<file path="src/rtl/video_fifo_adapter_pkg.sv">
//------------------------------------------------------------------------------
// video_fifo_adapter_pkg : shared read-size type and staging geometry
// Revision: 1.0
//------------------------------------------------------------------------------
`default_nettype none

package video_fifo_adapter_pkg;

   typedef enum logic {
      RSIZE_16 = 1'b0,
      RSIZE_32 = 1'b1
   } rsize_e;

   localparam int HALFWORD_W  = 16;
   localparam int STAGE_DEPTH = 4;

endpackage

`default_nettype wire

</file>
<file path="src/rtl/video_fifo_adapter_if.sv">
//------------------------------------------------------------------------------
// video_fifo_adapter_if : upstream FIFO side and consumer side of the adapter
// Revision: 1.0
//------------------------------------------------------------------------------
`default_nettype none

interface video_fifo_adapter_if;
   import video_fifo_adapter_pkg::*;

   logic        flush_i;
   logic        fifo_empty_i;
   logic [31:0] fifo_rdata_i;
   logic        fifo_re_o;
   logic        empty_o;
   logic        re_i;
   rsize_e      rsize_i;
   logic [31:0] rdata_o;

   // slave is the adapter; master is the FIFO/consumer environment
   modport slave (
      input  flush_i, fifo_empty_i, fifo_rdata_i, re_i, rsize_i,
      output fifo_re_o, empty_o, rdata_o
   );

   modport master (
      output flush_i, fifo_empty_i, fifo_rdata_i, re_i, rsize_i,
      input  fifo_re_o, empty_o, rdata_o
   );

endinterface

`default_nettype wire

</file>
<file path="src/rtl/video_fifo_adapter.sv">
//------------------------------------------------------------------------------
// video_fifo_adapter : repacks 32-bit FIFO words into 16/32-bit consumer reads
// Optional underrun statistics ports: VIDEO_FIFO_ADAPTER_STATS_EN
// Revision: 1.0
//------------------------------------------------------------------------------
`default_nettype none

module video_fifo_adapter
   import video_fifo_adapter_pkg::*;
#(
   parameter int FIFO_RD_LATENCY = 1,
   parameter int LOW_HALF_FIRST  = 1
) (
   input  logic                clk_i,
   input  logic                rstn_i,
`ifdef VIDEO_FIFO_ADAPTER_STATS_EN
   output logic [15:0]         underrun_cnt_o,
   output logic                underrun_o,
`endif
   video_fifo_adapter_if.slave bus
);

   logic [HALFWORD_W-1:0] stage      [STAGE_DEPTH];
   logic [HALFWORD_W-1:0] stage_next [STAGE_DEPTH];
   logic [2:0]            count;
   logic [2:0]            count_next;
   logic [2:0]            need;
   logic [2:0]            popn;
   logic [2:0]            remain;
   logic [2:0]            fill_level;
   logic                  empty;
   logic                  pop;
   logic                  fifo_re;
   logic                  arrive;
   logic                  inflight;
   logic [HALFWORD_W-1:0] first_half;
   logic [HALFWORD_W-1:0] second_half;

   assign need   = (bus.rsize_i == RSIZE_32) ? 3'd2 : 3'd1;
   assign empty  = (count < need);
   assign pop    = bus.re_i & ~empty & ~bus.flush_i;
   assign popn   = pop ? need : 3'd0;
   assign remain = count - popn;

   // Entries already requested count against room so the buffer can never overflow
   assign fill_level = remain + {1'b0, inflight, 1'b0};
   assign fifo_re    = rstn_i & ~bus.fifo_empty_i & ~bus.flush_i & (fill_level <= 3'd2);

   generate
      if (FIFO_RD_LATENCY == 0) begin : g_fwft
         assign arrive   = fifo_re;
         assign inflight = 1'b0;
      end else begin : g_registered
         logic inflight_q;

         always_ff @(posedge clk_i or negedge rstn_i) begin
            if (!rstn_i) begin
               inflight_q <= 1'b0;
            end else begin
               inflight_q <= fifo_re;
            end
         end

         assign arrive   = inflight_q & ~bus.flush_i;
         assign inflight = inflight_q;
      end
   endgenerate

   assign first_half  = (LOW_HALF_FIRST != 0) ? bus.fifo_rdata_i[15:0]  : bus.fifo_rdata_i[31:16];
   assign second_half = (LOW_HALF_FIRST != 0) ? bus.fifo_rdata_i[31:16] : bus.fifo_rdata_i[15:0];

   // Shift survivors down, zero-fill vacated slots, then append the arriving word
   always_comb begin
      logic [2:0] src;
      logic [2:0] slot;
      src  = 3'd0;
      slot = 3'd0;
      for (int i = 0; i < STAGE_DEPTH; i++) begin
         stage_next[i] = '0;
      end
      for (int i = 0; i < STAGE_DEPTH; i++) begin
         src  = 3'(i) + popn;
         slot = 3'(i);
         if (src < count) begin
            stage_next[i] = stage[src[1:0]];
         end
         if (arrive && (slot == remain)) begin
            stage_next[i] = first_half;
         end
         if (arrive && (slot == remain + 3'd1)) begin
            stage_next[i] = second_half;
         end
      end
   end

   assign count_next = remain + (arrive ? 3'd2 : 3'd0);

   always_ff @(posedge clk_i or negedge rstn_i) begin
      if (!rstn_i) begin
         count <= 3'd0;
         for (int i = 0; i < STAGE_DEPTH; i++) begin
            stage[i] <= '0;
         end
      end else if (bus.flush_i) begin
         count <= 3'd0;
         for (int i = 0; i < STAGE_DEPTH; i++) begin
            stage[i] <= '0;
         end
      end else begin
         count <= count_next;
         for (int i = 0; i < STAGE_DEPTH; i++) begin
            stage[i] <= stage_next[i];
         end
      end
   end

   a_count_bound : assert property (@(posedge clk_i) disable iff (!rstn_i)
                                    count_next <= 3'(STAGE_DEPTH));

   assign bus.fifo_re_o = fifo_re;
   assign bus.empty_o   = empty;
   assign bus.rdata_o   = (bus.rsize_i == RSIZE_32) ? {stage[1], stage[0]}
                                                    : {16'h0000, stage[0]};

`ifdef VIDEO_FIFO_ADAPTER_STATS_EN
   logic underrun;

   assign underrun = bus.re_i & empty;

   always_ff @(posedge clk_i or negedge rstn_i) begin
      if (!rstn_i) begin
         underrun_cnt_o <= 16'h0000;
         underrun_o     <= 1'b0;
      end else begin
         underrun_o <= underrun;
         if (underrun && (underrun_cnt_o != 16'hFFFF)) begin
            underrun_cnt_o <= underrun_cnt_o + 16'h0001;
         end
      end
   end
`endif

endmodule

`default_nettype wire

</file>
<file path="src/flat_wrapper.sv">
// flat-port wrapper written by rule: the top's interface ports become plain ports
module video_fifo_adapter_flat import video_fifo_adapter_pkg::*;
#(
   parameter int FIFO_RD_LATENCY = 1,
   parameter int LOW_HALF_FIRST  = 1
)
  (clk_i, rstn_i, bus_flush_i, bus_fifo_empty_i, bus_fifo_rdata_i, bus_re_i, bus_rsize_i, bus_fifo_re_o, bus_empty_o, bus_rdata_o);
  video_fifo_adapter_if bus_i ();
  input  logic clk_i;
  input  logic rstn_i;
  input wire logic [$bits(bus_i.flush_i)-1:0] bus_flush_i;
  input wire logic [$bits(bus_i.fifo_empty_i)-1:0] bus_fifo_empty_i;
  input wire logic [$bits(bus_i.fifo_rdata_i)-1:0] bus_fifo_rdata_i;
  input wire logic [$bits(bus_i.re_i)-1:0] bus_re_i;
  input wire logic [$bits(bus_i.rsize_i)-1:0] bus_rsize_i;
  output wire logic [$bits(bus_i.fifo_re_o)-1:0] bus_fifo_re_o;
  output wire logic [$bits(bus_i.empty_o)-1:0] bus_empty_o;
  output wire logic [$bits(bus_i.rdata_o)-1:0] bus_rdata_o;
  assign bus_i.flush_i = bus_flush_i;
  assign bus_i.fifo_empty_i = bus_fifo_empty_i;
  assign bus_i.fifo_rdata_i = bus_fifo_rdata_i;
  assign bus_i.re_i = bus_re_i;
  assign bus_i.rsize_i = bus_rsize_i;
  assign bus_fifo_re_o = bus_i.fifo_re_o;
  assign bus_empty_o = bus_i.empty_o;
  assign bus_rdata_o = bus_i.rdata_o;
  video_fifo_adapter #(.FIFO_RD_LATENCY(FIFO_RD_LATENCY), .LOW_HALF_FIRST(LOW_HALF_FIRST)) u_core (.clk_i(clk_i), .rstn_i(rstn_i), .bus(bus_i));
endmodule
</file>
<file path="config.mk">
export PLATFORM = sky130hd
export DESIGN_NAME = video_fifo_adapter_flat
export DESIGN_NICKNAME = d
export VERILOG_FILES = /design/src/rtl/video_fifo_adapter_pkg.sv /design/src/rtl/video_fifo_adapter_if.sv /design/src/rtl/video_fifo_adapter.sv /design/src/flat_wrapper.sv
export SDC_FILE = /design/constraint.sdc
export NUM_CORES = 1
export LEC_CHECK = 0
export BUFFER_PORTS_ARGS = -buffer_cell sky130_fd_sc_hd__buf_2
export CAP_MARGIN = 5
export CORE_ASPECT_RATIO = 0.6
export CORE_MARGIN = 4
export CORE_UTILIZATION = 41
export CTS_BUF_LIST = sky130_fd_sc_hd__clkbuf_8 sky130_fd_sc_hd__clkbuf_16
export DETAILED_ROUTE_END_ITERATION = 10
export PLACE_DENSITY_LB_ADDON = 0.1
export SLEW_MARGIN = 40
export SYNTH_ARGS = -nofsm -noshare
export SYNTH_HDL_FRONTEND = slang
export SYNTH_SLANG_ARGS = --single-unit
</file>
<file path="constraint.sdc">
create_clock -name clk_i -period 3.9 [get_ports clk_i]
set_input_delay 0.195 -clock clk_i [delete_from_list [all_inputs] [get_ports clk_i]]
set_output_delay 0.195 -clock clk_i [all_outputs]
set_load 0.005 [all_outputs]
</file>
## Word-level counts from Yosys, hierarchy flattened

Cells that the tools add are included.

- Bits in registers: 68
- Input bits: 38
- Output and inout bits: 34
- Logic and storage cells: 82

- Add/sub/neg operators: 7
- Magnitude comparators: 10
- Equality and inequality tests: 6
- Multiplexer cells: 30
- Bitwise operators: 13
- Reduce and logical (&&, ||, !) cells: 10

Operators by type and width:

| cell | number |
|---|---|
| $mux W16 | 20 |
| $bmux W16 S2 | 4 |
| $mux W64 | 1 |
| $mux W32 | 1 |
| $lt A3 B3 Y1 | 5 |
| $eq A2 B3 Y1 const A | 4 |
| $ge A3 B3 Y1 const B | 4 |
| $not A2 Y3 | 4 |
| $logic_and A1 B1 Y1 | 8 |
| $add A2 B3 Y3 const A | 2 |
| $and A1 B1 Y1 | 6 |
| $eq A1 B3 Y1 const A | 2 |
| $logic_not A3 Y1 | 2 |
| $mux W3 | 2 |
| $mux W2 | 2 |
| $add A1 B3 Y3 const A | 1 |
| $add A3 B1 Y3 const B | 1 |
| $add A3 B2 Y3 | 1 |
| $add A3 B3 Y3 | 1 |
| $le A3 B2 Y1 const B | 1 |
| $not A1 Y1 | 3 |
| $sub A3 B3 Y3 | 1 |

## Logic depth before layout (Yosys ltp)

Gate-level depths: netlist (run 1).

- Depth in word-level cells: 15
- Depth in mapped cells: 17
- Gate-level depth less buffers: 11

## Least setup slack after synthesis (run 1)

Ideal clock, no wire load.

- Kind: input-to-reg
- Start point: input bus_rsize_i
- End point: register u_core.stage[0] (netlist name)
- Setup time: 94 ps
- Data arrival time: 3678 ps
- Slack: 128 ps
- Stages: 17
- Path buffers: 6
- Path through: buf_2 clkinv_1 clkbuf_1 ha_1 o21ai_2 a21oi_4 buf_2 nand2_1 inv_1 fa_1 buf_2 or3b_1 clkbuf_1 o211ai_1 o221ai_2 buf_6 a211oi_1

- Longest elaborated chain between the ends: 15

RTL lines:

| what | RTL line | source |
|---|---|---|
| start, declared | flat_wrapper.sv:15 | `input wire logic [$bits(bus_i.rsize_i)-1:0] bus_rsize_i;` |
| $mux W2 (*) | video_fifo_adapter.sv:39 | `assign need = (bus.rsize_i == RSIZE_32) ? 3'd2 : 3'd1;` |
| $lt A3 B3 Y1 | video_fifo_adapter.sv:40 | `assign empty = (count < need);` |
| $not A1 Y1 | video_fifo_adapter.sv:41 | `assign pop = bus.re_i & ~empty & ~bus.flush_i;` |
| $and A1 B1 Y1 (2 in series) | video_fifo_adapter.sv:41 |  |
| $mux W3 (*) | video_fifo_adapter.sv:42 | `assign popn = pop ? need : 3'd0;` |
| $add A2 B3 Y3 | video_fifo_adapter.sv:82 | `src = 3'(i) + popn;` |
| $not A2 Y3 (implied by the code) | video_fifo_adapter.sv:85 | `stage_next[i] = stage[src[1:0]];` |
| $bmux W16 S2 | video_fifo_adapter.sv:85 |  |
| $mux W16 (implied by the code) (2 in series) | video_fifo_adapter.sv:85 |  |
| $mux W16 | video_fifo_adapter.sv:84 | `if (src < count) begin` |
| $mux W16 | video_fifo_adapter.sv:87 | `if (arrive && (slot == remain)) begin` |
| $mux W16 (*) | video_fifo_adapter.sv:90 | `if (arrive && (slot == remain + 3'd1)) begin` |
| $mux W64 (*) | video_fifo_adapter.sv:104 | `end else if (bus.flush_i) begin` |
| end signal, assigned by index | video_fifo_adapter.sv:112 | `stage[i] <= stage_next[i];` |
| end, declared | video_fifo_adapter.sv:23 | `logic [HALFWORD_W-1:0] stage [STAGE_DEPTH];` |

Mark *: on every way between the ends. The rest lies on a longest branch, timed or not. The select of a mux whose other input is x is not followed.

## Worst setup path in the final report (run 1)

- Start point: register u_core.count[1]
- End point: register u_core.stage[48] (netlist name)

- Longest elaborated chain between the ends: 13

RTL lines:

| what | RTL line | source |
|---|---|---|
| start, declared | video_fifo_adapter.sv:25 | `logic [2:0] count;` |
| start signal, assigned | video_fifo_adapter.sv:110 | `count <= count_next;` |
| parallel branches: the longest is 11 deep, another holds $lt A3 B3 Y1 | n/a |  |
| $mux W16 (*) | video_fifo_adapter.sv:90 |  |
| $mux W64 (*) | video_fifo_adapter.sv:104 |  |

Mark *: on every way between the ends. The select of a mux whose other input is x is not followed.

==> flow_summary.yaml, run 1 <==
outcome:
  status: "finished, final reports clean"
pwr:
  power_density_nw_per_um2: 337.1
  cellLeakagePower_nw: 2.837
  ir_drop_uv: 200.8
  p_total_mw: 2.246
grt:
  overflow: 0
  antenna_found_initial: 0
  grt_pass1_wl_um: 32860
  grtUsageTotal: 0.2608
  grt_max_degree: 43
  grt_pass1_vias: 5582
synth:
  synth.cell_area_um2: 5757
  synth_seq_area_share: 0.2956
  yosysWarnings: 0
  synth-edff-count: 0
  synth_most_common_cell: "mux2i_1"
  synth_area_leader_cell: "dfrtp_1"
  asyncSetResetFlopFracSynth: 1.000
  syn_avg_cell_area_um2: 9.345
  synthTopCellsByArea: "dfrtp_1, mux2i_1, a211oi_1"
  synth_top_area_frac: 0.2956
  synth_cell_types: 45
  synth_fp_nets: 668
  synthTopCellsByCount: "mux2i_1, dfrtp_1, a211oi_1"
  ys_ff_latch: 68
  syn_inst: 616
  ys.flop_type: "dfrtp_1"
floorplan:
  fp.dieW_um: 161.0
  dieHeight_um: 99.79
  num_rows: 33
  die-area_um2: 16060
  initial_core_util: 0.4200
  io_pins: 72
  coreArea_um2: 13710
critical_path:
  critPathMaxFanout: 16
  cp_slowest_cell: "fa_1"
  crit_path_cell_trace: "ha_1 -> nor2_2 -> buf_4 -> nor3_1 -> fa_1 -> nand4b_1 -> nor2_1 -> a211o_1 -> a211oi_1"
  worstPathArrival_ns: 3.63
  startpoint_type: "flop"
  cp-end-kind: "flop"
  worstPathRequired_ns: 4.06
  critPathBufInv: 1
  worst-setup-path-type: "reg -> reg"
  path_delay_family: "simple AND/OR/NAND/NOR gates"
  slowest_delay_ns: 0.66
finish:
  multi_input_area_um2: 3611
  seq_area_um2: 1702
  diodes: 0
  fillers: 1349
  drive_above_1_share: 0.2500
  area_growth_pct: 15.71
  fin_nets: 711
clock_tree:
  clkTransAtPathRegs_ns: 0.06
  cts_buffers: 9
  hold_buffers: 0
  htreeDepth: 3
  post-cts-setup-buffers: 0
  clock-root-buffer: "clkbuf_16"
  tritoncts: "built"
  insertion_delay_ns: 0.34
  cts_buffer_depth: 2
  cts.sinks: 68
  cts-resized-gates: 0
timing:
  rsz0062_at_grt: "false"
  fin_skew_ns: 0.006046
  drv_slew: 0
  timing.final.crit_period_ns: 3.470
  finalCritPeriodShare: 0.8897
  fmax_ghz: 0.2882
  finalSetupViolations: 0
  worstMarginPinSlew_ns: 0.7912
  slew_headroom: 0.4700
  finalSetupTns_ns: 0
  hold_viol: 0
routing:
  wl_um: 20730
  viasPerCell: 6.349
  drt_iter0_drc: 498
  route.detailed.drc: 0
  avgRoutedWirePerCell_um: 24.22
  ant_nets: 0
  routed-via-count: 5435
  firstDrtPassIters: 5
placement:
  port_buffers: 71
  place_hpwl_um: 13690
  place_congestion: 0.8645
job:
  maxCapViolCount: 0
hold_path:
  hold_path.class: "in -> async"
worst paths after layout:
path,startpoint,to,slack (ns),depth (start not counted)
max,u_core.count[1]$_DFF_PN0_,u_core.stage[48]$_DFF_PN0_,0.43,9
min,rstn_i,u_core.stage[51]$_DFF_PN0_,0.02,2
max reg2reg,u_core.count[1]$_DFF_PN0_,u_core.stage[48]$_DFF_PN0_,0.43,9
min reg2reg,u_core.stage[18]$_DFF_PN0_,u_core.stage[18]$_DFF_PN0_,0.64,2
max in group asynchronous,rstn_i,u_core.stage[63]$_DFF_PN0_,2.91,3
min in group clk_i,bus_fifo_empty_i,u_core.g_registered.inflight_q$_DFF_PN0_,0.11,4
cells in the final DEF, fill, tap and decap left out, drive strengths merged, types with 17 or more instances in the layout:
master / n
nand4b: 17
dfrtp: 68
buf: 106
mux2i: 96
nor2: 23
inv: 27
and2: 18
nor4: 17
a211oi: 51
nor3: 18
o21ai: 50
o22ai: 32
mux2: 32
sequential cells by signal, indices dropped and copies added (netlist names):
register and flops:
u_core.count 3, u_core.stage 64, u_core.g_registered.inflight_q 1
area by class of cell:
| type | instances | area share |
|---|---|---|
| Sequential cell | 68 | 0.2554 |
| Timing Repair Buffer | 106 | 0.09467 |
| Clock inverter | 6 | 0.02010 |
| Clock buffer | 10 | 0.03588 |
| Tap cell | 192 | 0.03606 |
| Multi-Input combinational cell | 446 | 0.5421 |
| Inverter | 28 | 0.01578 |
cell families (layout without fill, tap and decap cells):
family / count (synthesis) / count (layout) / synth area share
muxes: 128 / 128 / 0.2295
adders and majority gates: 14 / 14 / 0.03173
xor gates and xnor gates: 4 / 4 / 0.007391
AOI/OAI and AO/OA: 189 / 189 / 0.2378
and+or+nand+nor: 111 / 111 / 0.1132
buffers and inverters: 102 / 150 / 0.08476
DFF: 68 / 68 / 0.2956
power by group:
part	leakage, nW	switching, mW	internal, mW
sequential	0.947	0.0119	0.716
combinational	1.71	0.317	0.158
clock	0.183	0.334	0.709
metrics by stage:
| step | setup WS, ns | area, µm² | std cells | hold slack, ns | util |
|---|---|---|---|---|---|
| after floorplan | 0.1283 | 5757 | 616 | -0.1006 | - |
| after detailed placement | 0.4393 | 6289 | 840 | 0.3750 | 0.4587 |
| after global placement | 0.3876 | 6264 | 840 | 0.3767 | 0.4569 |
| after CTS | 0.4534 | 6661 | 856 | 0.01556 | 0.4859 |
| final | 0.4302 | 6661 | 856 | 0.01808 | 0.4859 |
| after global routing | 0.08583 | 6661 | 856 | 0.05097 | 0.4859 |
worst reg2reg max path: cells and delay by family, from the launching register on:
kind	cells	cell delay, ns
fa+ha+maj	2	0.88
compound gates	2	0.83
buf+inv	1	0.25
flops	1	0.41
simple gates	4	0.92
per-layer routing:
metal / share of wire / global-route usage
met1: 0.47 / 0.3867
met2: 0.41 / 0.3747
met3: 0.086 / 0.05293
met4: 0.031 / 0.09567
met5: 0 / 0.009091
Power figures use the tool's default switching activity.
==> run 2: changes to the inputs <==
- BUFFER_PORTS_ARGS: -buffer_cell sky130_fd_sc_hd__buf_2 -> -buffer_cell sky130_fd_sc_hd__buf_4
==> flow_summary.yaml, run 2 (synthesis gave the netlist of run 1 again) <==
pwr:
  combPwrFrac: 0.238
  p_int_mw: 1.408
  power_density_nw_per_um2: 304.3
  clockPowerShare: 0.407
  ir_drop_uv: 227.5
  switching_share: 0.3122
  power_switching_mw: 0.6393
  cellLeakagePower_nw: 2.816
  p_seq_frac: 0.355
finish:
  final_cell_mix: "buf_4, mux2i_1, dfrtp_1, a211oi_1, o21ai_0"
  fin_area_um2: 6728
  area_growth_pct: 16.87
  fin_nets: 709
  drive_above_1_share: 0.2409
  finalNonFillerCells: 852
  reg.largest.list: "u_core.stage x64, u_core.count x3, u_core.g_registered.inflight_q x1"
  diodes: 0
  seq_area_um2: 1702
  fillers: 1312
  largest-register: "u_core.stage"
  multi_input_area_um2: 3606
  layout_commonest_cell: "buf_4"
  fin_util: 0.4908
  largest_register_ffs: 64
grt:
  grt_max_degree: 52
  grt_pass1_wl_um: 32570
  grt_pass1_vias: 5541
  antenna_found_initial: 0
  grtUsageTotal: 0.2575
  overflow: 0
clock_tree:
  clock-root-buffer: "clkbuf_16"
  htreeDepth: 3
  cts_buffer_depth: 2
  tritoncts: "built"
  clkTransAtPathRegs_ns: 0.06
  insertion_delay_ns: 0.34
  cts-resized-gates: 0
  cts_buffers: 9
  cts.sinks: 68
critical_path:
  rr_startpoint: "u_core.count[1]$_DFF_PN0_"
  worstPathRequired_ns: 4.06
  reg2reg_depth: 10
  worst-setup-path-type: "reg -> reg"
  rrSetupSlack_ns: 0.38
  startpoint_type: "flop"
  r2r-end: "u_core.stage[48]$_DFF_PN0_"
  critPathMaxFanout: 16
  worstPathArrival_ns: 3.68
  cp-end-kind: "flop"
hold_path:
  hold_path_end: "u_core.count[0]$_DFF_PN0_"
  hold_path_depth: 2
  hold_path.class: "in -> reg"
  min_from: "bus_flush_i"
floorplan:
  dieHeight_um: 99.79
  initial_core_util: 0.4200
  die-area_um2: 16060
  fp.dieW_um: 161.0
  num_rows: 33
  io_pins: 72
  coreArea_um2: 13710
placement:
  placed_cells: 837
  place_congestion: 0.8859
  port_buffers: 71
  place_hpwl_um: 13400
  dp_slack_ns: 0.3563
  dpl_cell_area_um2: 6426
timing:
  hold_viol: 0
  fin_skew_ns: 0.008887
  finalWorstSetupSlack_ns: 0.3805
  slew_headroom: 0.4193
  rsz0062_at_grt: "false"
  fmax_ghz: 0.2841
  finalSetupViolations: 0
  finalCritPeriodShare: 0.9024
  timing.final.crit_period_ns: 3.519
  finalSetupTns_ns: 0
  worstMarginPinSlew_ns: 0.8690
  drv_slew: 0
outcome:
  status: "finished, final reports clean"
routing:
  ant_nets: 0
  routed-via-count: 5307
  avgRoutedWirePerCell_um: 23.79
  wl_um: 20270
  route.detailed.drc: 0
  drt_iter0_drc: 529
  firstDrtPassIters: 5
  viasPerCell: 6.229
job:
  maxCapViolCount: 0
## run 2: changes by cell type in the layout (fill, tap and decap cells not counted), sizes merged
cell	delta
buf	-3
bufinv	-3
clkbuf	+1
dlygate4sd3	+1
## run 2: stage by stage
step / power, mW / hold slack (ns)
after CTS: 2.051 / 0.1245
after floorplan: 1.019 / -0.1006
final: 2.047 / 0.1269
after global placement: 1.207 / 0.1023
after detailed placement: 1.218 / 0.1032
after global routing: 2.129 / 0.1422
## run 2: what timing repair did
action	4_1_cts	5_1_grt
hold endpoints to repair	17	0
endpoints found under the setup margin	0	0
buffers inserted	0	0
hold buffers	1	0
## run 2: how the worst max path moves through the flow
stage	start	end
2_1_floorplan	bus_rsize_i	u_core.stage[0]$_DFF_PN0_
3_3_place_gp	bus_rsize_i	u_core.stage[48]$_DFF_PN0_
3_5_place_dp	bus_rsize_i	u_core.stage[48]$_DFF_PN0_
4_1_cts	u_core.count[1]$_DFF_PN0_	u_core.stage[48]$_DFF_PN0_
5_1_grt	u_core.count[1]$_DFF_PN0_	u_core.stage[15]$_DFF_PN0_
6_report	u_core.count[1]$_DFF_PN0_	u_core.stage[48]$_DFF_PN0_
## run 2: critical path, stage by stage, from the launching register on
cell and delay [ns]:
dfrtp_1 0.40, ha_1 0.30, o21ai_2 0.15, a21oi_4 0.10, nand2_1 0.16, inv_1 0.11
fa_1 0.62, nand4b_1 0.42, nor2_1 0.22, a211o_1 0.64, a211oi_1 0.22
## run 2: cell type report
type	instances	share of cell area
clock inverter	3	0.005765
clock buffer	11	0.03757
tap	192	0.03571
multi-input combinational	446	0.5360
inverter	28	0.01562
timing repair buffer	104	0.1164
sequential	68	0.2529
## run 2: power groups by stage
stage / clock network [mW] / registers, mW / logic (mW)
4_1_cts: 0.843 / 0.727 / 0.480
3_5_place_dp: 0 / 0.740 / 0.478
3_3_place_gp: 0 / 0.740 / 0.467
5_1_grt: 0.880 / 0.729 / 0.520
6_report: 0.833 / 0.728 / 0.487
2_1_floorplan: 0 / 0.736 / 0.283
## run 2: per-layer routing
metal	routed length, µm	up-vias	GRT usage
met2	8653	220	0.3860
met1	9970	2612	0.3799
met4	390	0	0.08519
met5	0	-	0
met3	1258	31	0.04227
li1	-	2444	-
==> run 3: changes to the inputs <==
- CORE_UTILIZATION: 41 -> 60
==> flow_summary.yaml, run 3 (synthesis gave the netlist of run 1 again) <==
clock_tree:
  htreeDepth: 3
  cts_buffer_depth: 2
  cts.sinks: 68
  post-cts-setup-buffers: 0
  tritoncts: "built"
  cts_buffers: 9
  clock-root-buffer: "clkbuf_16"
  clkTransAtPathRegs_ns: 0.06
  insertion_delay_ns: 0.34
critical_path:
  critPathBufInv: 3
  worstPathArrival_ns: 3.55
  crit_path_cell_trace: "ha_1 -> o21ai_2 -> a21oi_4 -> inv_1 -> ha_1 -> clkinv_1 -> a211oi_1 -> buf_4"
  crit_top_cell: "ha_1"
  startpoint_type: "flop"
  worst-setup-path-type: "reg -> out"
  cp-end-kind: "output pin"
  worstPathRequired_ns: 3.70
  cp_slowest_cell: "clkinv_1"
  critPathMaxFanout: 17
  path_delay_family: "buffers and inverters"
  slowest_delay_ns: 0.77
outcome:
  status: "finished, final reports clean"
finish:
  fin_nets: 703
  fillers: 723
  layout_commonest_cell: "mux2i_1"
  largest-register: "u_core.stage"
  finalNonFillerCells: 785
  drive_above_1_share: 0.2351
  reg.largest.list: "u_core.stage x64, u_core.count x3, u_core.g_registered.inflight_q x1"
  diodes: 0
  multi_input_area_um2: 3606
  final_cell_mix: "mux2i_1, buf_4, dfrtp_1, a211oi_1, o21ai_0"
  largest_register_ffs: 64
  seq_area_um2: 1702
  area_growth_pct: 14.30
  fin_util: 0.7109
  fin_area_um2: 6580
timing:
  rsz0062_at_grt: "false"
  finalHoldWorstSlack_ns: 0.1266
  fmax_ghz: 0.2670
  finalSetupTns_ns: 0
  timing.final.crit_period_ns: 3.746
  finalWorstSetupSlack_ns: 0.1544
  slew_headroom: 0.3999
  fin_skew_ns: 0.004091
  drv_slew: 0
  hold_viol: 0
  finalSetupViolations: 0
  finalCritPeriodShare: 0.9604
  worstMarginPinSlew_ns: 0.8980
routing:
  wl_um: 19290
  route.detailed.drc: 0
  avgRoutedWirePerCell_um: 24.57
  routed-via-count: 5600
  viasPerCell: 7.134
  drt_iter0_drc: 805
  ant_nets: 0
  firstDrtPassIters: 6
placement:
  dp_slack_ns: 0.2545
  dpl_cell_area_um2: 6307
  placed_cells: 769
  place_congestion: 0.8802
  place_hpwl_um: 12230
  port_buffers: 71
grt:
  grtUsageTotal: 0.3431
  antenna_found_initial: 0
  grt_pass1_vias: 5521
  grt_pass1_wl_um: 30530
  grt_max_degree: 69
  overflow: 0
pwr:
  p_total_mw: 1.943
  cellLeakagePower_nw: 2.768
  power_density_nw_per_um2: 295.4
  ir_drop_uv: 226.1
floorplan:
  coreArea_um2: 9256
  io_pins: 72
  num_rows: 27
  fp.dieW_um: 134.5
  initial_core_util: 0.6219
  die-area_um2: 11280
  dieHeight_um: 83.88
job:
  maxCapViolCount: 0
hold_path:
  hold_path.class: "in -> reg"
==> run 3: changes by cell type in the layout (fill, tap and decap cells not counted), sizes merged <==
| cell | delta |
|---|---|
| buf | -6 |
| clkbuf | -2 |
| bufinv | -1 |
| clkinv | +2 |
| clkinvlp | +2 |
==> run 3: final cells by class <==
cell class / instances / area share
Timing Repair Buffer: 98 / 0.1133
Inverter: 28 / 0.01597
Clock inverter: 6 / 0.005134
Clock buffer: 9 / 0.03423
Tap cell: 130 / 0.02472
Multi-Input combinational cell: 446 / 0.5480
Sequential cell: 68 / 0.2586
==> run 3: worst reg2reg max path, cell delays in order (launching register included) <==
cell and delay, ns:
dfrtp_1 0.41, ha_1 0.21, nor2_1 0.37, a21oi_4 0.09
nand2_1 0.17, inv_1 0.11, fa_1 0.55, nor4b_1 0.52
nand2_1 0.63, o22ai_1 0.33, a211oi_1 0.10
==> run 3: repair_timing <==
action	in CTS	in global routing
hold buffers	1	0
hold endpoints to repair	11	0
resized for setup	0	1
endpoints found under the setup margin	0	2
==> run 3: report_power, final <==
group	internal, mW	total [mW]	switching (mW)
clock	0.421	0.738	0.317
sequential	0.716	0.729	0.0129
combinational	0.167	0.477	0.309
==> run 3: worst paths after layout <==
path,from,to,slack (ns),cells past startpoint
max,u_core.count[1]$_DFF_PN0_,bus_fifo_re_o,0.15,8
min reg2reg,u_core.stage[25]$_DFF_PN0_,u_core.stage[25]$_DFF_PN0_,0.63,2
min,bus_fifo_empty_i,u_core.g_registered.inflight_q$_DFF_PN0_,0.13,4
max reg2reg,u_core.count[1]$_DFF_PN0_,u_core.stage[0]$_DFF_PN0_,0.22,10
min in group asynchronous,rstn_i,u_core.count[0]$_DFF_PN0_,0.49,3
max in group asynchronous,rstn_i,u_core.stage[18]$_DFF_PN0_,2.92,3
==> run 3: metal layers <==
layer	part of all wire	vias to the layer above	wire length [µm]	track usage
met5	0	-	0	0.01389
li1	-	2439	-	-
met1	0.42	2683	8122	0.4829
met3	0.13	55	2445	0.1108
met4	0.020	0	386	0.1146
met2	0.43	423	8331	0.4964
